**config.mk**
```make
export PLATFORM = sky130hd
export DESIGN_NAME = stall_ctrl
export DESIGN_NICKNAME = d
export VERILOG_FILES = /design/src/rtl/stall_ctrl.sv
export SDC_FILE = /design/constraint.sdc
export NUM_CORES = 1
export LEC_CHECK = 0
export ABC_CLOCK_PERIOD_IN_PS = 3460
export BUFFER_PORTS_ARGS = -buffer_cell sky130_fd_sc_hd__buf_4
export CAP_MARGIN = 20
export CORE_UTILIZATION = 35
export DETAILED_ROUTE_END_ITERATION = 16
export MAX_ROUTING_LAYER = met4
export PLACE_DENSITY_LB_ADDON = 0.25
export SLEW_MARGIN = 20
export SYNTH_ARGS = -nofsm -noshare
export SYNTH_HDL_FRONTEND = slang
export SYNTH_SLANG_ARGS = --single-unit
```
**constraint.sdc**
```tcl
create_clock -name clk -period 3.46 [get_ports clk]
set_clock_uncertainty 0.15 [all_clocks]
set_input_delay 0.346 -clock clk [delete_from_list [all_inputs] [get_ports clk]]
set_output_delay 0.346 -clock clk [all_outputs]
set_load 0.02 [all_outputs]
```
**src/rtl/stall_ctrl.sv**
```systemverilog
// stall_ctrl: hazard detection and stall control for a 5-stage MIPS-style pipeline.
// Detects rs/rt data hazards from Tuse/Tnew timing and multiply/divide unit
// occupancy, then freezes PC and IF/ID while inserting a bubble into ID/EX.
// Optional feature: define STALL_CTRL_PERF_EN to build a 32-bit stall-cycle counter
// on StallCnt_o. Without it, the port is tied to zero and no counter flops exist.
module stall_ctrl (
   input  logic        clk,
   input  logic        reset,
   input  logic [4:0]  ID_Rs_i,
   input  logic [4:0]  ID_Rt_i,
   input  logic [1:0]  ID_TuseRs_i,
   input  logic [1:0]  ID_TuseRt_i,
   input  logic [4:0]  EX_RegAddr_i,
   input  logic [4:0]  MEM_RegAddr_i,
   input  logic [1:0]  EX_Tnew_i,
   input  logic [1:0]  MEM_Tnew_i,
   input  logic        ID_IsMD_i,
   input  logic        EX_MDStart_i,
   input  logic        EX_MDIsDiv_i,
   output logic        PC_en_o,
   output logic        IFID_en_o,
   output logic        IDEX_clr_o,
   output logic        Stall_o,
   output logic        MDBusy_o,
   output logic [31:0] StallCnt_o
);

   localparam logic [3:0] MULT_CYCLES = 4'd5;
   localparam logic [3:0] DIV_CYCLES  = 4'd10;

   logic [3:0] r_md_cnt;
   logic       w_stall_rs;
   logic       w_stall_rt;
   logic       w_data_stall;
   logic       w_md_busy;
   logic       w_md_stall;
   logic       w_stall;

   // A source operand is hazardous when a younger-needed value is not yet
   // forwardable. Register 0 never hazards, and Tuse=3 can never be below Tnew.
   function automatic logic operand_hazard(
      input logic [4:0] src,
      input logic [1:0] tuse,
      input logic [4:0] ex_dst,
      input logic [1:0] ex_tnew,
      input logic [4:0] mem_dst,
      input logic [1:0] mem_tnew
   );
      logic w_ex_hit;
      logic w_mem_hit;
      w_ex_hit  = (src == ex_dst)  && (tuse < ex_tnew);
      w_mem_hit = (src == mem_dst) && (tuse < mem_tnew);
      return (src != 5'd0) && (w_ex_hit || w_mem_hit);
   endfunction

   // Combinational hazard evaluation; stall takes effect in the same cycle.
   always_comb begin
      w_stall_rs   = operand_hazard(ID_Rs_i, ID_TuseRs_i, EX_RegAddr_i, EX_Tnew_i,
                                    MEM_RegAddr_i, MEM_Tnew_i);
      w_stall_rt   = operand_hazard(ID_Rt_i, ID_TuseRt_i, EX_RegAddr_i, EX_Tnew_i,
                                    MEM_RegAddr_i, MEM_Tnew_i);
      w_data_stall = w_stall_rs | w_stall_rt;
      // A start pulse counts as busy immediately, before the counter is loaded.
      w_md_busy    = (r_md_cnt != 4'd0) | EX_MDStart_i;
      w_md_stall   = ID_IsMD_i & w_md_busy;
      // Reset masks every stall indication so the pipeline runs freely.
      w_stall      = ~reset & (w_data_stall | w_md_stall);
   end

   // Pipeline control outputs; ID/EX is never disabled, only cleared to a bubble.
   always_comb begin
      Stall_o    = w_stall;
      PC_en_o    = ~w_stall;
      IFID_en_o  = ~w_stall;
      IDEX_clr_o = w_stall;
      MDBusy_o   = ~reset & w_md_busy;
   end

   // Multiply/divide occupancy countdown; a new start reloads even mid-operation,
   // and the countdown proceeds independently of any pipeline stall.
   always_ff @(posedge clk) begin
      if (reset) begin
         r_md_cnt <= 4'd0;
      end else if (EX_MDStart_i) begin
         r_md_cnt <= EX_MDIsDiv_i ? DIV_CYCLES : MULT_CYCLES;
      end else if (r_md_cnt != 4'd0) begin
         r_md_cnt <= r_md_cnt - 4'd1;
      end
   end

`ifdef STALL_CTRL_PERF_EN
   logic [31:0] r_stall_cnt;

   // Cumulative stall-cycle counter; wraps naturally at 2^32.
   always_ff @(posedge clk) begin
      if (reset) begin
         r_stall_cnt <= 32'd0;
      end else if (w_stall) begin
         r_stall_cnt <= r_stall_cnt + 32'd1;
      end
   end

   assign StallCnt_o = r_stall_cnt;
`else
   assign StallCnt_o = 32'd0;
`endif

endmodule

```
Word-level counts from Yosys, hierarchy flattened
Index checks and enable logic that the tools add are counted.

Flip-flop bits (word level): 4. Output and inout port bits: 37. Word-level logic and storage cells: 33.

Add/subtract/negate cells: 1. $lt $le $gt $ge: 4. Equal/unequal tests: 4. Multiplexer cells: 3. Bitwise operators: 8. Reductions and logical operators: 12.

Operator list (number): == test 5 bit (4); two-way mux 4 bit (3); nonzero test 5 bit (2); < comparator 2 bit (4); logical AND 1 bit (6); nonzero test 4 bit (1); subtractor 4 x 1 -> 4 bit (second input constant) (1); bitwise AND 1 bit (3); OR 1 bit (3); logical OR 1 bit (2); inverter 1 bit (2); nonzero test 2 bit (1).

Logic depth before layout (Yosys ltp)
Gate-level depths: netlist of the first run.

Word-level depth: 8. Gate-level depth with buffers: 7. Mapped depth without buffers: 7.

Worst setup path before layout of the first run
Ideal clock, no wire load.

Path type: register to output. Start: reg r_md_cnt[0]. End: out PC_en_o. Arrival: 2.039 ns. Required time: 2.964 ns. Slack: 0.925 ns. Cell stages (with the launch flop): 7. Path buffers: 1. Cell sequence: dfxtp_1 inv_1 ha_1 nor4b_2 nor2_1 a211oi_1 buf_4.

Longest elaborated chain between the ends: 6.

Ends and longest elaborated chain: start: declaration (RTL line 31) `logic [3:0] r_md_cnt;`; start signal: assignment (RTL line 85) `r_md_cnt <= EX_MDIsDiv_i ? DIV_CYCLES : MULT_CYCLES;`; start signal: assignment (RTL line 87) `r_md_cnt <= r_md_cnt - 4'd1;`; nonzero test 4 bit (RTL line 64) `w_md_busy = (r_md_cnt != 4'd0) | EX_MDStart_i;`; OR 1 bit (RTL line 64); bitwise AND 1 bit (RTL line 65) `w_md_stall = ID_IsMD_i & w_md_busy;`; OR 1 bit (RTL line 67) `w_stall = ~reset & (w_data_stall | w_md_stall);`; bitwise AND 1 bit (RTL line 67); inverter 1 bit; end: declaration (RTL line 20) `output logic PC_en_o,`.

No other way between the ends.

Worst setup path after layout of the first run
Start: reg r_md_cnt[0]. End: out IFID_en_o.

Longest elaborated chain between the ends: 6.

Ends and longest elaborated chain: nonzero test 4 bit (RTL line 64); OR 1 bit (RTL line 64); bitwise AND 1 bit (RTL line 65); OR 1 bit (RTL line 67); bitwise AND 1 bit (RTL line 67); inverter 1 bit (RTL line 74) `IFID_en_o = ~w_stall;`; end: declaration (RTL line 21) `output logic IFID_en_o,`.

No other way between the ends.

==> impl_metrics.yaml, run 1 <==
run_status:
  outcome: "complete, no violations"
place:
  dp.cells: 172
  io_buffers: 37
  place_area_um2: 1050
  gp_congestion: 0.838
  dp_slack_ns: 1.06
  dpl.hpwl_um: 1670
global_route:
  grt_first_pass_wirelength_um: 2900
  grt_use_total: 0.150
  grt_overflow_total: 0
  grt_max_degree: 8
  first_global_vias: 745
  antenna_found_initial: 0
floorplanning:
  rows: 17
  initial_utilization: 0.383
  io_pins: 70
  coreArea_um2: 2280
  die_area_um2: 2700
  dieWidth_um: 51.9
  die_h_um: 51.9
timing:
  hold_slack_ns: 0.171
  slew_viol_final: 0
  hold_viol_final: 0
  maxSlewHeadroom: 0.666
  min_period_over_period: 0.702
  rsz0062_at_grt: "no"
  fin_crit_ns: 2.43
  fin_ws_ns: 1.03
  worstMarginPinSlew_ns: 0.500
  finalSetupViolCount: 0
  clock.fmax_mhz: 412
  setup-tns-final_ns: 0
synthesis:
  synth_area_leaders: "buf_4 29%, xor2_1 13%, dfxtp_1 9.2%"
  seq_area_frac_synth: 0.0918
  ys_seq_elements: 4
  ys_types: 23
  netlist_instances: 110
  synth_area_leader_cell: "buf_4"
  syn_area_um2: 872
  synth.top_cell.area_share: 0.293
  yosysWarnings: 0
  avgSynthCellArea_um2: 7.93
detailed_routing:
  drt_pass1_iterations: 4
  route.detailed.drc: 0
  vias: 753
  drt.antenna.violating_nets: 0
  vias_per_cell: 4.30
  wire_per_inst_um: 10.8
  routed_wl_um: 1900
  drt-initial-drc-count: 4
cts:
  cts_tree: "done"
  cts.sink_count: 4
  cts_max_level: 1
  clockBufferDepth: 2
  post_cts_buffers: 0
  ctsResizeCount: 0
  cts_hold_buf: 0
  cts_buffers: 3
  cts_root_buffer: "clkbuf_4"
  clk_latency_ns: 0.24
  clk_pin_slew_ns: 0.04
power_and_ir_drop:
  seq_power_share: 0.215
  powerDensity_nw_per_um2: 261
  switching_share: 0.429
  power_switching_uw: 120
  leakage_nw: 0.548
  internal_power_uw: 159
  clockPowerShare: 0.213
  ir_drop_v: 0.000265
  finalPower_uw: 278
  combinationalPowerShare: 0.573
final_layout:
  largestRegisters: "r_md_cnt x4"
  multi_input_area_um2: 631
  layout_commonest_cell: "buf_4"
  fin_nets: 188
  largest_register: "r_md_cnt"
  register_area_um2: 80.1
  largest_reg_flops: 4
  n_fill_cell: 238
  fin_util: 0.469
  stdcell_count: 175
  antenna_cells: 0
  drive_gt1_frac: 0.299
  syn2layout_area_growth_pct: 22.5
  final_area_um2: 1070
  final_cell_mix: "37 x buf_4, 32 x conb_1, 13 x xor2_1"
run:
  drv_cap: 0
critical_path:
  worstPathArrival_ns: 1.93
  cp-end-kind: "output pin"
  critPathMaxFanout: 6
  slowest_delay_ns: 0.42
  r2r_cells: 5
  cp.depth: 6
  path_class: "reg -> out"
  cp.required_ns: 2.96
  cpMaxStageDelayCell: "nor4b_2"
  startpoint_type: "flop"
  path_buf_inv: 2
  cp_cell_sequence: "inv_1, ha_1, nor4b_2, nor2_1, a211oi_1, buf_4"
  cp_top_family: "simple AND/OR/NAND/NOR gates"
hold_path:
  holdPathStages: 2
  hold_path_class: "in -> reg"
layer usage:
layer / track usage / vias up / share of wire
met5: - / - / 0
met1: 0.135 / 330 / 0.37
met2: 0.293 / 38 / 0.52
li1: - / 381 / -
met4: 0.0766 / 0 / 0.014
met3: 0.0292 / 4 / 0.087
cells by family after synthesis:
family,synth area share
buf+inv,0.319
simple gates,0.146
xor+xnor,0.221
compound gates,0.132
fa+ha+maj,0.0861
flops,0.0918
other cells,0.00430
layout make-up:
class,count,share of cell area
inverters,6,0.0211
well taps,28,0.0328
multi-input cells,97,0.590
repair buffers,37,0.260
clock buffers,3,0.0211
flip-flops and latches,4,0.0749
power by group through the flow:
stage | Sequential (mW) | Clock [mW] | Combinational (mW)
after floorplan | 0.0589 | 0 | 0.130
after global placement | 0.0600 | 0 | 0.157
after detailed placement | 0.0603 | 0 | 0.159
after CTS | 0.0595 | 0.0627 | 0.160
after global routing | 0.0606 | 0.0640 | 0.176
final | 0.0597 | 0.0592 | 0.159
final timing paths:
kind	startpoint	end	slack, ns
setup / recovery	r_md_cnt[0]	IFID_en_o	1.03
hold / removal	EX_MDIsDiv_i	r_md_cnt[2]	0.17
setup reg to reg	r_md_cnt[0]	r_md_cnt[3]	1.91
hold reg to reg	r_md_cnt[1]	r_md_cnt[1]	0.38
cell usage after synthesis:
library cell	count
o21ai_0	3
nand2b_1	3
nor4b_2	1
xor2_1	13
a2111oi_1	1
a2111oi_2	1
a221oi_2	2
inv_1	6
o211a_1	1
a2111oi_0	1
nor2_1	9
nor4_1	1
a21oi_1	2
conb_1	1
a211o_1	1
nor3_1	5
a211oi_1	1
xnor2_1	9
nand4_1	4
dfxtp_1	4
ha_1	6
buf_4	34
nand2_1	1
Power figures use the tool's default switching activity.
==> run 2: changes to the inputs <==
- ABC_CLOCK_PERIOD_IN_PS: 3460 -> 2300
- clock period: 3.46 -> 2.3 ns (I/O delays scaled with it)
==> impl_metrics.yaml, run 2 (synthesis gave the netlist of run 1 again) <==
cts:
  clockBufferDepth: 2
  clk_latency_ns: 0.24
  cts_tree: "done"
  cts.sink_count: 4
  clk_pin_slew_ns: 0.03
  cts_root_buffer: "clkbuf_4"
  cts_hold_buf: 0
  cts_buffers: 3
  cts_max_level: 1
timing:
  hold_viol_final: 0
  fin_crit_ns: 2.20
  finalSetupViolCount: 0
  clock.fmax_mhz: 455
  min_period_over_period: 0.956
  slew_viol_final: 0
detailed_routing:
  vias: 759
  routed_wl_um: 1880
  drt-initial-drc-count: 5
  vias_per_cell: 4.29
  route.detailed.drc: 0
  drt_pass1_iterations: 4
  drt.antenna.violating_nets: 0
  wire_per_inst_um: 10.6
floorplanning:
  initial_utilization: 0.383
  rows: 17
  die_area_um2: 2700
  dieWidth_um: 51.9
  coreArea_um2: 2280
  io_pins: 70
  die_h_um: 51.9
critical_path:
  r2r-end: "r_md_cnt[2]"
  cp-end-kind: "output pin"
  path_buf_inv: 2
  r2r_cells: 5
  startpoint_type: "input pin"
  cp_cell_sequence: "buf_4, ha_1, a2111oi_2, nand4_1, a221oi_2, a211o_1, buf_4"
  cp_top_family: "compound AO/OA/AOI/OAI gates"
  worstPathArrival_ns: 1.82
  slowest_delay_ns: 0.36
  cp.required_ns: 1.92
  cpMaxStageDelayCell: "a2111oi_2"
  crit_end: "Stall_o"
  r2r_slack_ns: 0.79
  timing.rr.start: "r_md_cnt[0]"
  critPathMaxFanout: 2
  path_class: "in -> out"
  cp.depth: 7
  cp-startpoint: "ID_TuseRt_i[1]"
  path_common_cell: "buf_4"
global_route:
  grt_use_total: 0.145
  grt_overflow_total: 0
  grt_max_degree: 8
  antenna_found_initial: 0
  first_global_vias: 755
  grt_first_pass_wirelength_um: 2870
final_layout:
  fin_nets: 190
  syn2layout_area_growth_pct: 26.4
  final_cell_mix: "39 x buf_4, 32 x conb_1, 13 x xor2_1"
  largest_reg_flops: 4
  layout_commonest_cell: "buf_4"
  largest_register: "r_md_cnt"
  n_fill_cell: 233
  largestRegisters: "r_md_cnt x4"
  drive_gt1_frac: 0.322
  antenna_cells: 0
  final_area_um2: 1100
power_and_ir_drop:
  leakage_nw: 0.565
  power_switching_uw: 184
  seq_power_share: 0.211
  finalPower_uw: 434
  switching_share: 0.425
  ir_drop_v: 0.000244
  clockPowerShare: 0.202
  combinationalPowerShare: 0.587
  internal_power_uw: 249
  powerDensity_nw_per_um2: 393
place:
  dpl.hpwl_um: 1640
  io_buffers: 37
  gp_congestion: 0.856
  place_area_um2: 1050
run_status:
  outcome: "complete, no violations"
run:
  drv_cap: 0
hold_path:
  hold_path_class: "in -> reg"
==> run 2: layer usage <==
| metal | wire length (um) | GRT usage |
|---|---|---|
| met1 | 680 | 0.141 |
| met3 | 176 | 0.0292 |
| met2 | 999 | 0.265 |
| met5 | 0 | - |
| met4 | 27 | 0.0766 |
==> run 2: through the flow <==
step	util	hold slack, ns	setup WS (ns)	std cells	TNS, ns
floorplan	-	0.152	0.122	141	0
global placement	0.462	0.298	0.131	172	0
detailed placement	0.462	0.310	0.129	172	0
CTS	0.476	0.0592	0.0925	175	0
global route	0.484	0.0775	-0.0614	177	-0.124
finish	0.484	0.0650	0.101	177	0
==> run 2: power groups by stage <==
stage	Clock (mW)	Combinational, mW	Sequential [mW]
5_1_grt	0.0951	0.280	0.0922
3_3_place_gp	0	0.237	0.0902
2_1_floorplan	0	0.196	0.0887
6_report	0.0876	0.255	0.0914
3_5_place_dp	0	0.241	0.0909
4_1_cts	0.0921	0.246	0.0914
==> run 2: worst min-delay path by stage <==
stage                 start     endpoint  slack [ns]  cells past startpoint
6_report       EX_MDIsDiv_i  r_md_cnt[2]        0.06                      2
5_1_grt               reset  r_md_cnt[1]        0.08                      2
4_1_cts        EX_MDIsDiv_i  r_md_cnt[2]        0.06                      2
3_5_place_dp   EX_MDIsDiv_i  r_md_cnt[2]        0.31                      2
3_3_place_gp   EX_MDIsDiv_i  r_md_cnt[2]        0.30                      2
2_1_floorplan         reset  r_md_cnt[1]        0.15                      1
==> run 2: final cells by class <==
cell class	count	area (um^2)	share of cell area
Clock buffer	3	22.5	0.0204
Inverter	6	22.5	0.0204
Multi-Input combinational cell	97	649	0.589
Sequential cell	4	80.1	0.0726
Tap cell	28	35.0	0.0318
Timing Repair Buffer	39	293	0.266
==> run 2: worst register-to-register path: stages (launching register included) <==
cell       delay (ns)
dfxtp_1          0.37
inv_1            0.08
ha_1             0.21
nor4b_4          0.14
buf_4            0.14
a2111oi_0        0.31
==> run 2: what timing repair did <==
action | in CTS | in global routing
setup endpoints to repair | 4 | 2
cloned | 0 | 0
buffers inserted | 0 | 2
resized for setup | 1 | 1
pin swaps | 0 | 1
==> run 3: changes to the inputs <==
==> constraint.sdc (replaced) <==
create_clock -name clk -period 2.3 [get_ports clk]
set_clock_uncertainty 0.15 [all_clocks]
set_input_delay 0.345 -clock clk [delete_from_list [all_inputs] [get_ports clk]]
set_output_delay 0.345 -clock clk [all_outputs]
set_load 0.02 [all_outputs]
==> impl_metrics.yaml, run 3 (synthesis gave the netlist of run 1 again) <==
run_status:
  outcome: "finished with violations"
  violations: "setup timing"
final_layout:
  antenna_cells: 0
  syn2layout_area_growth_pct: 43.5
  layout_commonest_cell: "buf_4"
  largestRegisters: "r_md_cnt x4"
  final_cell_mix: "36 x buf_4, 32 x conb_1, 12 x xor2_1"
  stdcell_count: 181
  n_fill_cell: 219
  fin_util: 0.550
  fin_nets: 194
  final_area_um2: 1250
  drive_gt1_frac: 0.386
  largest_reg_flops: 4
  largest_register: "r_md_cnt"
timing:
  fin_crit_ns: 2.32
  clock.fmax_mhz: 431
  setup-tns-final_ns: -0.0378
  min_period_over_period: 1.01
  rsz0062_at_grt: "yes"
  hold_slack_ns: 0.179
  slew_viol_final: 0
  finalSetupViolCount: 2
  hold_viol_final: 0
  fin_ws_ns: -0.0195
floorplanning:
  rows: 17
  dieWidth_um: 51.9
  die_area_um2: 2700
  io_pins: 70
  die_h_um: 51.9
  initial_utilization: 0.383
  coreArea_um2: 2280
power_and_ir_drop:
  power_switching_uw: 202
  powerDensity_nw_per_um2: 377
  internal_power_uw: 269
  clockPowerShare: 0.184
  leakage_nw: 0.595
  combinationalPowerShare: 0.622
  switching_share: 0.428
  ir_drop_v: 0.000285
  finalPower_uw: 471
  seq_power_share: 0.194
cts:
  cts.sink_count: 4
  clk_latency_ns: 0.24
  cts_max_level: 1
  cts_root_buffer: "clkbuf_4"
  clk_pin_slew_ns: 0.03
  clockBufferDepth: 2
  cts_tree: "done"
  cts_buffers: 3
  cts_hold_buf: 0
global_route:
  use_met1: 0.164
  busiest_layer: "met2"
  grt_max_degree: 8
  grtUsageMet3: 0.0234
  grt_use_total: 0.173
  met2_usage: 0.342
  grt_overflow_total: 0
  first_global_vias: 840
  antenna_found_initial: 0
  grt_first_pass_wirelength_um: 3350
place:
  gp_congestion: 0.802
  place_area_um2: 1090
  dpl.hpwl_um: 1730
  dp_slack_ns: -0.158
  dp.cells: 177
  io_buffers: 37
critical_path:
  cp.required_ns: 1.80
  path_class: "in -> out"
  startpoint_type: "input pin"
  cp-end-kind: "output pin"
  critPathMaxFanout: 2
  worstPathArrival_ns: 1.82
  r2r_slack_ns: 0.79
detailed_routing:
  routed_wl_um: 2280
  vias: 812
  drt_pass1_iterations: 4
  wire_per_inst_um: 12.6
  drt-initial-drc-count: 10
  vias_per_cell: 4.49
  route.detailed.drc: 0
  drt.antenna.violating_nets: 0
run:
  drv_cap: 0
hold_path:
  hold_path_class: "in -> reg"
## run 3: final timing paths
| check | start | endpoint | cells after the start |
|---|---|---|---|
| max | MEM_Tnew_i[1] | IDEX_clr_o | 8 |
| min | EX_MDIsDiv_i | r_md_cnt[2] | 2 |
| max reg2reg | r_md_cnt[0] | r_md_cnt[2] | 5 |
| min reg2reg | r_md_cnt[1] | r_md_cnt[1] | 2 |
## run 3: power by group through the flow
| stage | registers [mW] | logic (mW) | clock network (mW) |
|---|---|---|---|
| floorplan | 0.0887 | 0.196 | 0 |
| detailed placement | 0.0904 | 0.248 | 0 |
| global placement | 0.0902 | 0.243 | 0 |
| CTS | 0.0910 | 0.279 | 0.0924 |
| global route | 0.0920 | 0.319 | 0.0970 |
| finish | 0.0914 | 0.293 | 0.0866 |
## run 3: per-layer routing
layer | part of all wire | vias up
li1 | - | 396
met1 | 0.34 | 376
met2 | 0.58 | 38
met5 | 0 | -
met3 | 0.075 | 2
met4 | 0.0074 | 0
## run 3: repair_timing
item                                   in CTS  in global routing
cloned                                      0                  0
pin swaps                                   9                 12
endpoints found under the hold margin       0                  0
buffers inserted                            1                  0
resized for setup                          12                 12
setup endpoints to repair                   4                  4
## run 3: critical path, stage by stage
cell and delay [ns]:
buf_6 0.08, inv_4 0.04, ha_4 0.15, nor4_4 0.32, nand4_1 0.20, a221oi_2 0.36
a211o_1 0.19, buf_6 0.13
## run 3: layout make-up
cell class / instances / area, um^2 / area share
multi-input cells: 97 / 734 / 0.587
inverters: 6 / 30.0 / 0.0240
flip-flops and latches: 4 / 80.1 / 0.0640
repair buffers: 43 / 349 / 0.279
clock buffers: 3 / 22.5 / 0.0180
well taps: 28 / 35.0 / 0.0280
